File: config.mk
export PLATFORM = sky130hd
export DESIGN_NAME = player_anim_ctrl
export DESIGN_NICKNAME = d
export VERILOG_FILES = /design/src/rtl/player_anim_ctrl_pkg.sv /design/src/rtl/player_anim_ctrl_frame_tick_counter.sv /design/src/rtl/player_anim_ctrl.sv
export SDC_FILE = /design/constraint.sdc
export NUM_CORES = 1
export LEC_CHECK = 0
export CELL_PAD_IN_SITES_DETAIL_PLACEMENT = 1
export CELL_PAD_IN_SITES_GLOBAL_PLACEMENT = 1
export CORE_MARGIN = 5
export CORE_UTILIZATION = 42
export DETAILED_ROUTE_END_ITERATION = 10
export DONT_BUFFER_PORTS = 1
export GPL_TIMING_DRIVEN = 0
export PLACE_DENSITY_LB_ADDON = 0.05
export SLEW_MARGIN = 20
export SYNTH_ARGS = -nofsm -noshare
export SYNTH_HDL_FRONTEND = slang
export SYNTH_SLANG_ARGS = --single-unit
File: constraint.sdc
create_clock -name clk -period 1.9 [get_ports clk]
set_input_delay 0.19 -clock clk [delete_from_list [all_inputs] [get_ports clk]]
set_output_delay 0.19 -clock clk [all_outputs]
set_load 0.02 [all_outputs]
File: src/rtl/player_anim_ctrl_pkg.sv
`default_nettype none
// ============================================================================
//  Module      : player_anim_pkg
//  Description : Shared types and constants for the player sprite animation
//                controller (state encoding, image bank numbers, bank select).
//  Revision    : 1.0 - initial release
// ============================================================================
package player_anim_pkg;

    typedef enum logic [1:0] {
        IDLE = 2'd0,
        WALK = 2'd1,
        JUMP = 2'd2,
        HIT  = 2'd3
    } anim_state_t;

    localparam logic [2:0] FRAME_IDLE   = 3'd0;
    localparam logic [2:0] FRAME_WALK_A = 3'd1;
    localparam logic [2:0] FRAME_WALK_B = 3'd2;
    localparam logic [2:0] FRAME_JUMP   = 3'd3;
    localparam logic [2:0] FRAME_HIT    = 3'd4;

    // Image bank shown for a given state; walk alternates between two images.
    function automatic logic [2:0] frame_for(input anim_state_t s, input logic walk_phase);
        logic [2:0] sel;
        case (s)
            IDLE:    sel = FRAME_IDLE;
            WALK:    sel = walk_phase ? FRAME_WALK_B : FRAME_WALK_A;
            JUMP:    sel = FRAME_JUMP;
            HIT:     sel = FRAME_HIT;
            default: sel = FRAME_IDLE;
        endcase
        return sel;
    endfunction

endpackage
`default_nettype wire

File: src/rtl/player_anim_ctrl_frame_tick_counter.sv
`default_nettype none
// ============================================================================
//  Module      : frame_tick_counter
//  Description : Modulo-MAX frame counter. Advances on its tick input, has a
//                synchronous clear with priority, and flags the wrap tick.
//  Revision    : 1.0 - initial release
// ============================================================================
module frame_tick_counter #(
    parameter int MAX = 8
) (
    input  logic clk,
    input  logic resetN,
    input  logic startOfFrame,
    input  logic clr,
    output logic wrap
);
    localparam int           W    = (MAX > 1) ? $clog2(MAX) : 1;
    localparam logic [W-1:0] LAST = W'(MAX - 1);

    logic [W-1:0] cnt_q;
    logic [W-1:0] cnt_d;

    // Clear wins over advance; the count returns to zero after the last value.
    always_comb begin
        cnt_d = cnt_q;
        if (clr) begin
            cnt_d = '0;
        end else if (startOfFrame) begin
            cnt_d = (cnt_q == LAST) ? '0 : cnt_q + 1'b1;
        end
    end

    // Count register, cleared asynchronously by the system reset.
    always_ff @(posedge clk or negedge resetN) begin
        if (!resetN) cnt_q <= '0;
        else         cnt_q <= cnt_d;
    end

    assign wrap = (cnt_q == LAST) & startOfFrame;

endmodule
`default_nettype wire

File: src/rtl/player_anim_ctrl.sv
`default_nettype none
// ============================================================================
//  Module      : player_anim_ctrl
//  Description : Frame-synchronous animation controller for the 32x32 player
//                sprite: image select, facing direction, post-hit blink and
//                drawingRequest gating. All state moves on startOfFrame only.
//  Config      : PLAYER_MIRROR_EN - when defined, mirror offsetX while facing
//                left; otherwise offsetX passes through unchanged.
//  Revision    : 1.0 - initial release
// ============================================================================
module player_anim_ctrl
    import player_anim_pkg::*;
#(
    parameter int FRAMES_PER_STEP = 8,
    parameter int JUMP_FRAMES     = 30,
    parameter int HIT_FRAMES      = 60,
    parameter int BLINK_HALF      = 4,
    parameter int OBJECT_WIDTH_X  = 32
) (
    input  logic        clk,
    input  logic        resetN,
    input  logic        startOfFrame,
    input  logic        moveLeft,
    input  logic        moveRight,
    input  logic        jumpReq,
    input  logic        hitEvent,
    input  logic [10:0] offsetX,
    input  logic        bmpDrawReq,
    output logic [10:0] offsetXOut,
    output logic [2:0]  frameSel,
    output logic        drawingRequest,
    output logic        invulnerable
);
    localparam logic [10:0] MIRROR_BASE = 11'(OBJECT_WIDTH_X - 1);

    anim_state_t state_q, state_d;
    logic [2:0]  frame_sel_q, frame_sel_d;
    logic        facing_left_q, facing_left_d;
    logic        visible_q, visible_d;
    logic        invulnerable_q, invulnerable_d;
    logic        hit_pend_q, hit_pend_d;
    logic        jump_pend_q, jump_pend_d;
    logic        walk_phase_q, walk_phase_d;

    logic        hit_now, jump_now, move_one;
    anim_state_t rest_state;
    logic        step_tick, step_clr, step_wrap;
    logic        jump_tick, jump_clr, jump_wrap;
    logic        hit_tick,  hit_clr,  hit_wrap;
    logic        blink_wrap;

    // A request pulse coinciding with startOfFrame counts for that boundary.
    assign hit_now    = hit_pend_q | hitEvent;
    assign jump_now   = jump_pend_q | jumpReq;
    assign move_one   = moveLeft ^ moveRight;
    assign rest_state = move_one ? WALK : IDLE;

    // Next-state selection with hit > jump > movement priority.
    always_comb begin
        state_d = state_q;
        if (startOfFrame) begin
            if (hit_now && (state_q != HIT)) begin
                state_d = HIT;
            end else if (jump_now && ((state_q == IDLE) || (state_q == WALK))) begin
                state_d = JUMP;
            end else begin
                case (state_q)
                    IDLE, WALK: state_d = rest_state;
                    JUMP:       if (jump_wrap) state_d = rest_state;
                    HIT:        if (hit_wrap)  state_d = IDLE;
                    default:    state_d = IDLE;
                endcase
            end
        end
    end

    // Counters advance while resident in their state and clear on entry.
    assign step_tick = startOfFrame & (state_q == WALK) & (state_d == WALK);
    assign step_clr  = startOfFrame & (state_q != WALK) & (state_d == WALK);
    assign jump_tick = startOfFrame & (state_q == JUMP);
    assign jump_clr  = startOfFrame & (state_q != JUMP) & (state_d == JUMP);
    assign hit_tick  = startOfFrame & (state_q == HIT);
    assign hit_clr   = startOfFrame & (state_q != HIT)  & (state_d == HIT);

    frame_tick_counter #(.MAX(FRAMES_PER_STEP)) u_step_cnt (
        .clk(clk), .resetN(resetN), .startOfFrame(step_tick), .clr(step_clr), .wrap(step_wrap)
    );
    frame_tick_counter #(.MAX(JUMP_FRAMES)) u_jump_cnt (
        .clk(clk), .resetN(resetN), .startOfFrame(jump_tick), .clr(jump_clr), .wrap(jump_wrap)
    );
    frame_tick_counter #(.MAX(HIT_FRAMES)) u_hit_cnt (
        .clk(clk), .resetN(resetN), .startOfFrame(hit_tick), .clr(hit_clr), .wrap(hit_wrap)
    );
    frame_tick_counter #(.MAX(BLINK_HALF)) u_blink_cnt (
        .clk(clk), .resetN(resetN), .startOfFrame(hit_tick), .clr(hit_clr), .wrap(blink_wrap)
    );

    // Per-frame bookkeeping: pending flags, facing, walk phase, blink, image select.
    always_comb begin
        hit_pend_d     = hit_pend_q | hitEvent;
        jump_pend_d    = jump_pend_q | jumpReq;
        facing_left_d  = facing_left_q;
        walk_phase_d   = walk_phase_q;
        visible_d      = visible_q;
        invulnerable_d = invulnerable_q;
        frame_sel_d    = frame_sel_q;
        if (startOfFrame) begin
            // Flags are always consumed here; those not acted on are discarded.
            hit_pend_d  = 1'b0;
            jump_pend_d = 1'b0;
            if (moveLeft && !moveRight)      facing_left_d = 1'b1;
            else if (moveRight && !moveLeft) facing_left_d = 1'b0;

            if (step_clr)       walk_phase_d = 1'b0;
            else if (step_wrap) walk_phase_d = ~walk_phase_q;

            if (hit_clr)                                  visible_d = 1'b0;
            else if ((state_q == HIT) && (state_d != HIT)) visible_d = 1'b1;
            else if (blink_wrap)                          visible_d = ~visible_q;

            invulnerable_d = (state_d == HIT);
            frame_sel_d    = frame_for(state_d, walk_phase_d);
        end
    end

    // State and output registers with asynchronous active-low reset.
    always_ff @(posedge clk or negedge resetN) begin
        if (!resetN) begin
            state_q        <= IDLE;
            frame_sel_q    <= FRAME_IDLE;
            facing_left_q  <= 1'b0;
            visible_q      <= 1'b1;
            invulnerable_q <= 1'b0;
            hit_pend_q     <= 1'b0;
            jump_pend_q    <= 1'b0;
            walk_phase_q   <= 1'b0;
        end else begin
            state_q        <= state_d;
            frame_sel_q    <= frame_sel_d;
            facing_left_q  <= facing_left_d;
            visible_q      <= visible_d;
            invulnerable_q <= invulnerable_d;
            hit_pend_q     <= hit_pend_d;
            jump_pend_q    <= jump_pend_d;
            walk_phase_q   <= walk_phase_d;
        end
    end

    assign frameSel       = frame_sel_q;
    assign invulnerable   = invulnerable_q;
    assign drawingRequest = bmpDrawReq & visible_q;

`ifdef PLAYER_MIRROR_EN
    assign offsetXOut = facing_left_q ? (MIRROR_BASE - offsetX) : offsetX;
`else
    // Facing is still tracked so game logic behaves the same; it just has no pixel effect.
    logic [11:0] unused_mirror;
    assign unused_mirror = {facing_left_q, MIRROR_BASE};
    assign offsetXOut    = offsetX;
`endif

endmodule
`default_nettype wire
---- Word-level counts from Yosys, hierarchy flattened ----
Index checks and enable logic that the tools add are counted.
cells by class
  add/sub/neg operators ................... 4
  mux-type cells .......................... 29
  reductions and logical operators ........ 12
  bitwise logic cells ..................... 20
  equality and inequality tests ........... 14
operators with widths
  cell                 number
  $mux 2               9
  $mux 6               3
  $and 1x1->1          15
  $mux 5               3
  $pmux 3 s4           1
  $eq 2x2->1 const B   5
  $mux 1               9
  $mux 3               3
  $add 6x1->6 const B  1
  $eq 6x6->1 const B   1
  $ne 2x2->1 const B   3
  $pmux 2 s3           1
  $reduce_bool 2->1    3
  $add 5x1->5 const B  1
  $eq 5x5->1 const B   1
  $eq 2x1->1 const B   2
  $logic_not 2->1      2
  $add 3x1->3 const B  1
  $eq 3x3->1 const B   1
  $logic_and 1x1->1    3
  $reduce_bool 3->1    1
  $add 2x1->2 const B  1
  $ne 2x1->1 const B   1
  $not 1->1            2
  5 further kinds      6
word-level totals
  bits of input ports ..................... 19
  word-level logic and storage cells ...... 90
  output and inout port bits .............. 16
  flip-flop bits (word level) ............. 26

---- Longest topological paths before layout ----
Gate-level depths: netlist of run 1.
  depth after elaboration ................. 16
  mapped depth ............................ 8
  mapped depth without buffers ............ 8

---- Cells and area by module ----
A second synthesis of run 1 with hierarchy kept.
second synthesis, totals
  cells, all modules ...................... 162
  area, all modules ....................... 1,604.0 um^2
modules (own cells, without submodules)
  module                             cells each  area an instance (um^2)  sequential area each (um^2)  instances
  player_anim_ctrl                   75          708.2                    226.5                        1
  frame_tick_counter at u_hit_cnt    33          329.1                    150.1                        1
  frame_tick_counter at u_jump_cnt   32          302.8                    125.1                        1
  frame_tick_counter at u_step_cnt   13          157.7                    75.1                         1
  frame_tick_counter at u_blink_cnt  9           106.4                    50.0                         1

---- Worst setup path before layout of run 1 ----
Ideal clock, no wire load.
  kind .................................... register -> register
  start ................................... register u_jump_cnt.cnt_q[0]
  end ..................................... register u_step_cnt.cnt_q[0]
  data required time ...................... 1,775 ps
  clock period less this slack ............ 1,927 ps
  path buffers ............................ 0
  stages on the path, launching flop included .. 7
  path slack .............................. -27 ps
  setup time .............................. 125 ps
  arrival ................................. 1,802 ps
  cell sequence ........................... dfrtp_1 > ha_1 > nand4_2 > nor3_1 > o311ai_0 > nand2b_4 > mux2_2
between the ends
  longest elaborated chain between the ends .. 10
  elaborated cells between the ends (all ways) .. 12
  classes of those cells .................. 2 x eq/ne; 6 x mux; 3 x bitwise; 1 x reduce/logical
RTL lines
  element                                             RTL line                                        RTL
  start: declaration                                  player_anim_ctrl_frame_tick_counter.sv:20       logic [W-1:0] cnt_q;
  start signal: assignment                            player_anim_ctrl_frame_tick_counter.sv:36       else cnt_q <= cnt_d;
  $eq 5x5->1 (*)                                      player_anim_ctrl_frame_tick_counter.sv:39       assign wrap = (cnt_q == LAST) & startOfFrame;
  $and 1x1->1 (*)                                     player_anim_ctrl_frame_tick_counter.sv:39
  $mux 2 (*)                                          player_anim_ctrl.sv:69                          JUMP: if (jump_wrap) state_d = rest_state;
  $pmux 2 s3 (*)                                      player_anim_ctrl.sv:67                          case (state_q)
  $mux 2 (*)                                          player_anim_ctrl.sv:64                          end else if (jump_now && ((state_q == IDLE) || (state_q == WALK))) begin
  $mux 2 (*)                                          player_anim_ctrl.sv:62                          if (hit_now && (state_q != HIT)) begin
  $mux 2 (*)                                          player_anim_ctrl.sv:61                          if (startOfFrame) begin
  $eq 2x1->1 (*)                                      player_anim_ctrl.sv:78, player_anim_ctrl.sv:79
  $and 1x1->1 (on tied branches)                      player_anim_ctrl.sv:79, player_anim_ctrl.sv:78
  $mux 3 / $reduce_bool 2->1 (equally long branches)  -
  end signal: assignment                              player_anim_ctrl_frame_tick_counter.sv:36
  end: declaration                                    player_anim_ctrl_frame_tick_counter.sv:20
Every way passes the cells marked *; elsewhere a longest branch is shown, timed or not.
A chain may end at the register's enable or synchronous reset.

---- Final worst setup path of run 1 ----
  start ................................... register u_jump_cnt.cnt_q[1]
  end ..................................... register visible_q
between the ends
  longest elaborated chain between the ends .. 11
  elaborated cells between the ends (all ways) .. 15
  classes of those cells .................. 3 x eq/ne; 7 x mux; 2 x bitwise; 3 x reduce/logical
RTL lines
  element                                                       RTL line                                         RTL
  $eq 5x5->1 (*)                                                player_anim_ctrl_frame_tick_counter.sv:39
  $and 1x1->1 (*)                                               player_anim_ctrl_frame_tick_counter.sv:39
  $mux 2 (*)                                                    player_anim_ctrl.sv:69
  $pmux 2 s3 (*)                                                player_anim_ctrl.sv:67
  $mux 2 (*)                                                    player_anim_ctrl.sv:64
  $mux 2 (*)                                                    player_anim_ctrl.sv:62
  $mux 2 (*)                                                    player_anim_ctrl.sv:61
  $eq 2x2->1 / $ne 2x2->1 (equally long branches)               player_anim_ctrl.sv:83, player_anim_ctrl.sv:118
  $and 1x1->1 / $logic_and 1x1->1 (equally long branches)       player_anim_ctrl.sv:83, player_anim_ctrl.sv:118
  $reduce_bool 3->1 (no line) / $mux 1 (equally long branches)  -
  $reduce_and 2->1 (no line) / $mux 1 (equally long branches)   -
  end signal: assignment                                        player_anim_ctrl.sv:141                          visible_q <= visible_d;
  end: declaration                                              player_anim_ctrl.sv:39                           logic visible_q, visible_d;
Marked as above.

==> impl_results.md, run 1 <==
- Status: finished with violations
- Failing checks: negative setup slack
- Post-synthesis register bit count: 25
- CTS HTree Levels: 1
- Worst ir drop on vdd: 0.460 mV
- Overall Power: 0.00156 W
- Total via count in the routed design: 1359
- Depth of the worst register-to-register path: 7
- Post-Syn Area per Cell: 9.06 sq um
- IO buf count: 0
- Area Growth Syn to Fin: 18.6%
- Total track usage: 17.5%
- Final nets: 211
- Endpoint of the worst register-to-register path: visible_q
- DIE HEIGHT: 70.9 um
- Wirelength per Cell: 17.3 um
- Hold path endpoint: jump_pend_q
- Number of max-cap violations: 0
- Number of filler instances in the final layout: 415
- Yosys cell types: 48
- Clock transition at the registers of the reported paths: 0.09 ns
- Data arrival, critical path: 2.11 ns
- Most frequent cell after synthesis: sky130_fd_sc_hd__dfrtp_1
- Die Area: 5030 sq um
- Pin count of the biggest net entering global routing: 26
- Max-slew violation count: 0
- Storage element area: 628 sq um
- Inserted Clock Buffers: 3
- Top fanout value on the critical path: 8
- First DRT Iteration DRCs: 54
- Detailed-route DRC error count: 0
- Sum of overflow across all layers after global routing: 0
- Core utilization of the finished layout: 50.9%
- Synth Net Count: 197
- Share of the clock period used by the worst path: 100%
- Number of global-route vias before repair: 1500
- Placeable core region: 3630 sq um
- I/O pins: 35
- Mean number of vias per cell: 5.83
- Launch point of the worst hold path: jumpReq
- Sinks on Clock Net: 25
- First-pass GRT wire length: 7150 um
- Top area cells in the synthesized netlist: sky130_fd_sc_hd__dfrtp_1, sky130_fd_sc_hd__buf_4, sky130_fd_sc_hd__o21ai_0
- Fraction of power consumed by combinational cells: 28.5%
- Share of layout cells above drive strength 1: 26.5%
- Area of all placed cells without fillers: 1850 sq um
- Required time at the endpoint of the critical path: 2.10 ns
- Total length of routed wires: 4040 um
- Leakage power: 0.824 nW
- Diodes inserted: 0
- Transition time of the tightest slew-check pin: 0.454 ns
- Number of failing setup endpoints in the final timing report: 1
- Area of the multi-input gates: 895 sq um
- Worst rel slew slack: 69.7%
- Top cells by instance count after synthesis: sky130_fd_sc_hd__dfrtp_1, sky130_fd_sc_hd__o21ai_0, sky130_fd_sc_hd__nand2_1
- Setup TNS: -0.00688 ns
- Post-route antenna net violation count: 0
- Number of cells traversed by the worst hold path: 2
- Combined area of all synthesized cells: 1560 sq um
- Gate Count Post-Synth: 172
- Part of the total power dissipated in the clock network: 20.7%
- Detailed Place HPWL: 3060 um
- Pwr per Cell Area: 844 nW/um^2
- Class of the worst hold path: in -> reg
- Switching power: 0.000539 W
- RSZ-0062 raised after global routing: true
- Hold violation count in the final report: 0
- Internal: 0.00102 W
- Chip width: 70.9 um
- Syn. warnings: 0
- Clock network latency to the later pin of the worst-skew pair: 0.27 ns
- Fmax: 0.524 GHz
- Count of flip-flops with a built-in enable after synthesis: 0
- Portion of the post-synthesis area used by sequential elements: 40.2%
- Row cnt: 22
- Setup slack of the critical path after layout: -0.00688 ns
- Net switching fraction of the power: 34.6%
- Final weighted congestion of routability-driven global placement: 0.844
- Clock skew after layout: 0.00282 ns
- Effective utilization at floorplan: 42.9%
- Clk buf depth: 2
- Worst setup path class: reg -> reg
- Sequential cell fraction of total power: 50.7%
- Cell at the root of the clock tree: sky130_fd_sc_hd__clkbuf_8
- Initial antenna violation count: 0
- Proportion of register bits with asynchronous set or reset after synthesis: 100%
- Clock tree from TritonCTS: done
- Area after DPL: 1630 sq um
- Dominant register cell in the synthesized netlist: sky130_fd_sc_hd__dfrtp_1
- CP startpoint kind: flop
- Worst setup slack after placement: -0.196 ns
- Area share of the largest cell type after synthesis: 38.6%
- Worst-case register-to-register setup slack: -0.007 ns
- Post-layout min period: 1.91 ns
- 1st-pass router iterations: 4
- RR Startpoint: u_jump_cnt.cnt_q[1]
- Element type at the critical path end: flop
- Cell type with the largest total area after synthesis: sky130_fd_sc_hd__dfrtp_1
==> critical path, stage by stage, from the launching register on <==
cell	delay, ns
sky130_fd_sc_hd__dfrtp_1	0.40
sky130_fd_sc_hd__inv_2	0.08
sky130_fd_sc_hd__ha_4	0.14
sky130_fd_sc_hd__nand4_4	0.11
sky130_fd_sc_hd__and2_4	0.17
sky130_fd_sc_hd__o32a_4	0.44
sky130_fd_sc_hd__or3_1	0.33
sky130_fd_sc_hd__o32a_1	0.16
==> cell usage in the layout (no fill, tap or decap), drive strengths merged, types with 3 or more instances in the layout <==
cell type  netlist  layout
nand2b           3       3
ha               6       6
buf             15      23
inv              6       6
clkbuf           1       5
nand2           15      15
o21ai           16      16
nand4            3       3
nor2            13      13
nor3b            3       3
a31oi            4       4
dfrtp           24      24
a21o             3       3
nor3             7       7
nand3            6       6
o31ai            3       3
a21oi           10      10
o211ai           3       3
==> how the worst max path moves through the flow <==
stage                                   start                  end  slack (ns)
after floorplan           u_jump_cnt.cnt_q[1]            visible_q       0.002
after global placement     u_hit_cnt.cnt_q[0]  u_step_cnt.cnt_q[0]       -0.16
after detailed placement   u_hit_cnt.cnt_q[0]  u_step_cnt.cnt_q[0]       -0.20
after CTS                          hit_pend_q          frameSel[0]      -0.009
after global routing      u_jump_cnt.cnt_q[1]            visible_q       -0.08
final                     u_jump_cnt.cnt_q[1]            visible_q      -0.007
==> power groups by stage <==
stage / combinational [W] / sequential, W / clock, W
global route: 0.000503 / 0.000811 / 0.000356
detailed placement: 0.000383 / 0.000788 / 0
CTS: 0.000436 / 0.000784 / 0.000333
global placement: 0.000365 / 0.000776 / 0
floorplan: 0.000319 / 0.000753 / 0
finish: 0.000445 / 0.000791 / 0.000323
==> logic make-up (layout without fill, tap and decap cells) <==
group           Yosys count  in the layout  share of synthesized area, %
compound gates           53             53                          23.2
xor+xnor                  2              2                          1.12
fa+ha+maj                 6              6                          4.82
buf+inv                  22             35                          8.35
flops                    25             25                          40.2
mux                       3              3                          2.01
simple gates             61             61                          20.2
==> flip-flops by register name, summed over array words and instances (netlist names), 2 cells and up <==
name               cells
state_q                2
u_blink_cnt.cnt_q      2
u_hit_cnt.cnt_q        6
u_jump_cnt.cnt_q       5
u_step_cnt.cnt_q       3
frameSel               3
==> area by class of cell <==
type | count | area share (%)
Buffer | 16 | 5.96
Clock buffer | 4 | 2.44
Inverter | 6 | 1.49
Multi-Input combinational cell | 125 | 48.4
Sequential cell | 25 | 34.0
Tap cell | 48 | 3.25
Timing Repair Buffer | 9 | 4.47
==> layer usage <==
layer	vias up	wire [um]	global-route usage, %
li1	646	-	-
met1	682	1830	23.0
met2	29	2030	29.8
met3	2	153	2.70
met4	0	25	5.01
met5	-	0	0
==> repair_timing <==
| action | in CTS | in global routing |
|---|---|---|
| setup endpoints to repair | 14 | 10 |
| cloned | 0 | 0 |
| pin swaps | 3 | 4 |
| hold buffers | 2 | 0 |
| resized for setup | 16 | 6 |
| endpoints found under the hold margin | 25 | 0 |
| setup buffers | 3 | 4 |
==> metrics by stage <==
| stage | hold WS [ns] | cells |
|---|---|---|
| after detailed placement | -0.105 | 220 |
| after floorplan | -0.106 | 172 |
| after global routing | 0.0876 | 233 |
| after global placement | -0.105 | 220 |
| after CTS | 0.0743 | 229 |
| final | 0.0773 | 233 |
No activity file was read; power rests on OpenSTA's default activity.
==> run 2: changes to the inputs <==
ABC_CLOCK_PERIOD_IN_PS = 2000   (was not set)
CORE_UTILIZATION = 46   (was 42)
clock period = 2 ns   (was 1.9 ns; I/O delays follow)
==> run 2 against run 1 <==
  * The flow still finishes with violations (negative setup slack)
  * Clock power decreased by 25%
  * Power decreased by 6.6%
  * Sequential share of layout area increased by 0.42 points
  * Critical path depth unchanged
  * Sequential cell count unchanged
  * Worst setup slack got worse by 0.0026 ns
  * Routed wire length increased by 8.6%
  * Non-clock buffer count increased by 2
  * Register-to-register slack about the same
  * Worst hold slack got worse by 0.039 ns
  * Via count increased by 1.1%
  * Utilization increased by 4.2 points
  * Largest power group unchanged
==> impl_results.md, run 2 (same netlist as run 1, synthesis figures left out) <==
- Status: finished with violations
- Failing checks: negative setup slack
- Most common cell after layout, fill and taps aside: sky130_fd_sc_hd__dfrtp_1
- Number of max-cap violations: 0
- IO buf count: 0
- I/O pins: 35
- Worst setup slack after placement: -0.326 ns
- Sinks on Clock Net: 25
- CP startpoint kind: flop
- Depth of the worst register-to-register path: 7
- Chip width: 68.2 um
- Post-layout min period: 2.01 ns
- Worst ir drop on vdd: 0.361 mV
- Worst setup path class: reg -> reg
- Share of the clock period used by the worst path: 100%
- Overall Power: 0.00146 W
- Top fanout value on the critical path: 8
- Class of the worst hold path: in -> reg
- First DRT Iteration DRCs: 67
- Hold path endpoint: jump_pend_q
- Endpoint of the worst register-to-register path: visible_q
- Clock transition at the registers of the reported paths: 0.14 ns
- Clock network latency to the later pin of the worst-skew pair: 0.33 ns
- First-pass GRT wire length: 6740 um
- Number of failing setup endpoints in the final timing report: 1
- Top Registers: u_hit_cnt.cnt_q x6, u_jump_cnt.cnt_q x5
- Clock skew after layout: 0.00192 ns
- Launch point of the worst hold path: jumpReq
- Required time at the endpoint of the critical path: 2.27 ns
- Max-slew violation count: 0
- DIE HEIGHT: 68.2 um
- Total via count in the routed design: 1374
- Fmax: 0.498 GHz
- Most frequent cells in the layout: sky130_fd_sc_hd__dfrtp_1, sky130_fd_sc_hd__buf_4, sky130_fd_sc_hd__o21ai_0, sky130_fd_sc_hd__nand2_1, sky130_fd_sc_hd__nor2_1
- Worst-case register-to-register setup slack: -0.009 ns
- Diodes inserted: 0
- Pwr per Cell Area: 799 nW/um^2
- Number of flip-flops in the largest register: 6
- Mean number of vias per cell: 5.90
- RR Startpoint: u_jump_cnt.cnt_q[1]
- Inserted Clock Buffers: 3
- Wirelength per Cell: 18.8 um
- Row cnt: 21
- Final nets: 213
- Cell at the root of the clock tree: sky130_fd_sc_hd__clkbuf_4
- Worst rel slew slack: 72.3%
- Leakage power: 0.809 nW
- Effective utilization at floorplan: 47.1%
- Clock tree from TritonCTS: done
- Post-route antenna net violation count: 0
- Transition time of the tightest slew-check pin: 0.415 ns
- Number of global-route vias before repair: 1364
- Die Area: 4650 sq um
- Data arrival, critical path: 2.28 ns
- CTS HTree Levels: 1
- Detailed-route DRC error count: 0
- Total length of routed wires: 4390 um
- Largest reg by FF count: u_hit_cnt.cnt_q
- Setup TNS: -0.00949 ns
- Pin count of the biggest net entering global routing: 26
- Number of cells traversed by the worst hold path: 2
- Setup slack of the critical path after layout: -0.00949 ns
- 1st-pass router iterations: 4
- Sum of overflow across all layers after global routing: 0
- Share of layout cells above drive strength 1: 24.6%
- Element type at the critical path end: flop
- Placeable core region: 3310 sq um
- Hold violation count in the final report: 0
- Total track usage: 19.4%
- Clk buf depth: 2
- Area Growth Syn to Fin: 16.9%
- Detailed Place HPWL: 3150 um
- Final weighted congestion of routability-driven global placement: 0.842
- Initial antenna violation count: 0
==> run 2: cell count changes in the layout (fill, tap and decap cells not counted), moves of 2 or more <==
cell                       previous run  this run
sky130_fd_sc_hd__nand3_2              2         0
sky130_fd_sc_hd__clkbuf_4             0         4
sky130_fd_sc_hd__nand3_1              4         6
sky130_fd_sc_hd__clkbuf_8             3         0
==> run 2: cell type report <==
cell class	instances	area (sq um)
Buffer	16	110
Fill cell	395	1490
Tap cell	46	57.6
Clock buffer	4	26.3
Timing Repair Buffer	11	97.6
Inverter	6	25.0
Sequential cell	25	627
Multi-Input combinational cell	125	878
==> run 2: per-stage QoR <==
stage / hold slack [ns] / cells / cell area [sq um] / utilization, %
floorplan: -0.0956 / 172 / 1560 / -
global placement: -0.0949 / 218 / 1620 / 48.8
detailed placement: -0.0949 / 218 / 1620 / 48.8
CTS: 0.00953 / 226 / 1730 / 52.3
global route: 0.0259 / 233 / 1820 / 55.0
finish: 0.0379 / 233 / 1820 / 55.0
==> run 2: critical path, cell delays in order (launching register included) <==
cell,delay [ns]
sky130_fd_sc_hd__dfrtp_1,0.41
sky130_fd_sc_hd__inv_2,0.08
sky130_fd_sc_hd__ha_4,0.14
sky130_fd_sc_hd__nand4_4,0.14
sky130_fd_sc_hd__and2_4,0.21
sky130_fd_sc_hd__o32a_4,0.37
sky130_fd_sc_hd__or3_1,0.41
sky130_fd_sc_hd__o32a_1,0.18
==> run 2: worst max-delay path by stage <==
stage	startpoint	end	slack [ns]
3_3_place_gp	u_jump_cnt.cnt_q[0]	u_step_cnt.cnt_q[0]	-0.21
2_1_floorplan	u_jump_cnt.cnt_q[0]	u_step_cnt.cnt_q[0]	0.07
5_1_grt	u_jump_cnt.cnt_q[1]	visible_q	-0.05
4_1_cts	u_hit_cnt.cnt_q[0]	u_step_cnt.cnt_q[0]	0.001
6_report	u_jump_cnt.cnt_q[1]	visible_q	-0.009
3_5_place_dp	u_jump_cnt.cnt_q[0]	u_step_cnt.cnt_q[0]	-0.33
==> run 2: power by group <==
group | internal (W) | total, W | leakage [nW] | switching (W)
clock | 0.0000784 | 0.000242 | 0.0150 | 0.000163
sequential | 0.000619 | 0.000743 | 0.287 | 0.000124
combinational | 0.000227 | 0.000471 | 0.507 | 0.000244
==> run 2: repair_timing <==
action                                  CTS  global route
hold endpoints to repair                 25             0
pin swaps                                 1             3
buffers inserted                          2             7
hold buffers                              2             0
resized for setup                        11            10
endpoints found under the setup margin   13             7
==> run 2: routing by layer <==
metal  vias up  track usage [%]  part of all wire, %  wire length [um]
met5         -                0                    0                 0
met2        30             33.2                   52              2290
met3         7             2.30                  3.6               156
li1        654                -                    -                 -
met1       683             25.8                   43              1880
met4         0             5.21                  1.4                63
==> run 3: changes to the inputs <==
CORE_UTILIZATION = 30   (was 46)
==> run 3 against run 2 <==
  * The run now ends clean
  * Die area is 45% higher
  * Clock skew increased by 0.00085 ns
  * Sequential cell count did not move
  * Register-to-register slack improved by 0.09 ns
  * Utilization decreased by 19 points
  * Cell count rose by 7.7%
  * Combinational power shrank 14%
  * Sequential power is 0.7% higher
  * Via count down 4.6%
  * Critical path type unchanged
  * Critical endpoint unchanged
==> impl_results.md, run 3 (same netlist as run 1, synthesis figures left out) <==
- Status: completed
- Post-route antenna net violation count: 0
- Leakage power: 0.805 nW
- Worst-case register-to-register setup slack: 0.08 ns
- Buffering stage count on the worst path with inverters included: 1
- DIE HEIGHT: 82.1 um
- Transition time of the tightest slew-check pin: 0.448 ns
- Detailed-route DRC error count: 0
- Clk buf depth: 2
- Routed met2 length: 1900 um
- Hold violation count in the final report: 0
- Met1 wire length: 2020 um
- Total length of routed wires: 4090 um
- Worst rel slew slack: 70.2%
- Wirelength per Cell: 16.3 um
- DP Cell Count: 242
- Total track usage: 13.1%
- Worst path slowest cell: sky130_fd_sc_hd__dfrtp_1
- Area Growth Syn to Fin: 17.6%
- Most frequent cells in the layout: sky130_fd_sc_hd__dfrtp_1, sky130_fd_sc_hd__o21ai_0, sky130_fd_sc_hd__nand2_1, sky130_fd_sc_hd__buf_4, sky130_fd_sc_hd__nor2_1
- Inserted Clock Buffers: 3
- Clock skew after layout: 0.00277 ns
- Data arrival, critical path: 2.12 ns
- Effective utilization at floorplan: 30.7%
- Met3 wire len: 146 um
- Top Registers: u_hit_cnt.cnt_q x6, u_jump_cnt.cnt_q x5
- Pwr per Cell Area: 797 nW/um^2
- Required time at the endpoint of the critical path: 2.20 ns
- CTS HTree Levels: 1
- Final cell count without fillers: 251
- Sinks on Clock Net: 25
- CP startpoint kind: flop
- Largest reg by FF count: u_hit_cnt.cnt_q
- Chip width: 82.1 um
- Share of layout cells above drive strength 1: 23.8%
- Share of the clock period used by the worst path: 96.2%
- Worst ir drop on vdd: 0.306 mV
- Worst setup slack after placement: -0.252 ns
- First-pass GRT wire length: 6810 um
- First DRT Iteration DRCs: 44
- Clock transition at the registers of the reported paths: 0.09 ns
- Highest metal layer used by the detailed router: met4
- Clock tree from TritonCTS: done
- Setup slack of the critical path after layout: 0.0763 ns
- Initial antenna violation count: 0
- Pin count of the biggest net entering global routing: 26
- I/O pins: 35
- Final weighted congestion of routability-driven global placement: 0.764
- Post-layout min period: 1.92 ns
- Row cnt: 26
- Detailed Place HPWL: 3100 um
- Fmax: 0.520 GHz
- Final nets: 207
- Worst setup path class: reg -> reg
- Number of flip-flops in the largest register: 6
- Placeable core region: 5070 sq um
- Diodes inserted: 0
- IO buf count: 0
- Element type at the critical path end: flop
- Cell at the root of the clock tree: sky130_fd_sc_hd__clkbuf_8
- Cell family with the largest share of critical-path delay: simple AND/OR/NAND/NOR gates
- Mean number of vias per cell: 5.22
- Die Area: 6730 sq um
- Most common cell after layout, fill and taps aside: sky130_fd_sc_hd__dfrtp_1
- Ordered list of cells on the worst path: inv_2 -> ha_4 -> nand4_4 -> and2_4 -> o32a_4 -> or3_1 -> o32a_1
- Sum of overflow across all layers after global routing: 0
- 1st-pass router iterations: 4
- Clock network latency to the later pin of the worst-skew pair: 0.27 ns
- Max-slew violation count: 0
- Total via count in the routed design: 1311
- Number of global-route vias before repair: 1359
- Class of the worst hold path: in -> reg
- Top fanout value on the critical path: 8
- Stage delay of the slowest cell on the critical path: 0.41 ns
- Number of max-cap violations: 0
- Number of failing setup endpoints in the final timing report: 0
==> run 3: cell type report <==
| type | count | area, sq um |
|---|---|---|
| repair buffers | 5 | 52.6 |
| plain buffers | 16 | 110 |
| flip-flops and latches | 25 | 628 |
| multi-input cells | 125 | 883 |
| well taps | 70 | 87.6 |
| fillers | 604 | 3240 |
| clock buffers | 4 | 45.0 |
| inverters | 6 | 25.0 |
==> run 3: worst register-to-register path: stages (launching register included) <==
cell and delay [ns]:
sky130_fd_sc_hd__dfrtp_1 0.41, sky130_fd_sc_hd__inv_2 0.08, sky130_fd_sc_hd__ha_4 0.14, sky130_fd_sc_hd__nand4_4 0.11, sky130_fd_sc_hd__and2_4 0.17, sky130_fd_sc_hd__o32a_4 0.41
sky130_fd_sc_hd__or3_1 0.39, sky130_fd_sc_hd__o32a_1 0.16
==> run 3: final timing paths <==
kind | start | to | cells past startpoint
max | u_jump_cnt.cnt_q[1] | visible_q | 7
min | jumpReq | jump_pend_q | 2
max reg2reg | u_jump_cnt.cnt_q[1] | visible_q | 7
min reg2reg | u_blink_cnt.cnt_q[0] | u_blink_cnt.cnt_q[0] | 1
max in group asynchronous | resetN | visible_q | 2
min in group asynchronous | resetN | u_jump_cnt.cnt_q[2] | 2
==> run 3: what timing repair did <==
action	CTS	global route
hold buffers	2	0
pin swaps	0	2
resized for setup	13	10
buffers inserted	1	2
setup endpoints to repair	14	7
hold endpoints to repair	25	0
==> run 3: power by group <==
group	internal, W	switching (W)	total, W
Clock	0.000143	0.000163	0.000306
Combinational	0.000198	0.000208	0.000406
Sequential	0.000621	0.000127	0.000748
==> run 3: metal layers <==
layer / global-route usage (%) / vias to the layer above
li1: - / 641
met1: 18.0 / 646
met2: 21.6 / 22
met3: 1.75 / 2
met4: 3.49 / 0
met5: 0 / -
==> run 3: through the flow <==
| stage | total power [W] | hold slack (ns) | util, % | TNS, ns | area [sq um] |
|---|---|---|---|---|---|
| detailed placement | 0.00111 | -0.0946 | 32.4 | -1.11 | 1650 |
| global route | 0.00157 | 0.0927 | 36.1 | -0.00193 | 1830 |
| floorplan | 0.00101 | -0.0956 | - | 0 | 1560 |
| CTS | 0.00148 | 0.0678 | 35.3 | 0 | 1790 |
| global placement | 0.00109 | -0.0947 | 32.4 | -0.796 | 1650 |
| finish | 0.00146 | 0.0807 | 36.1 | 0 | 1830 |
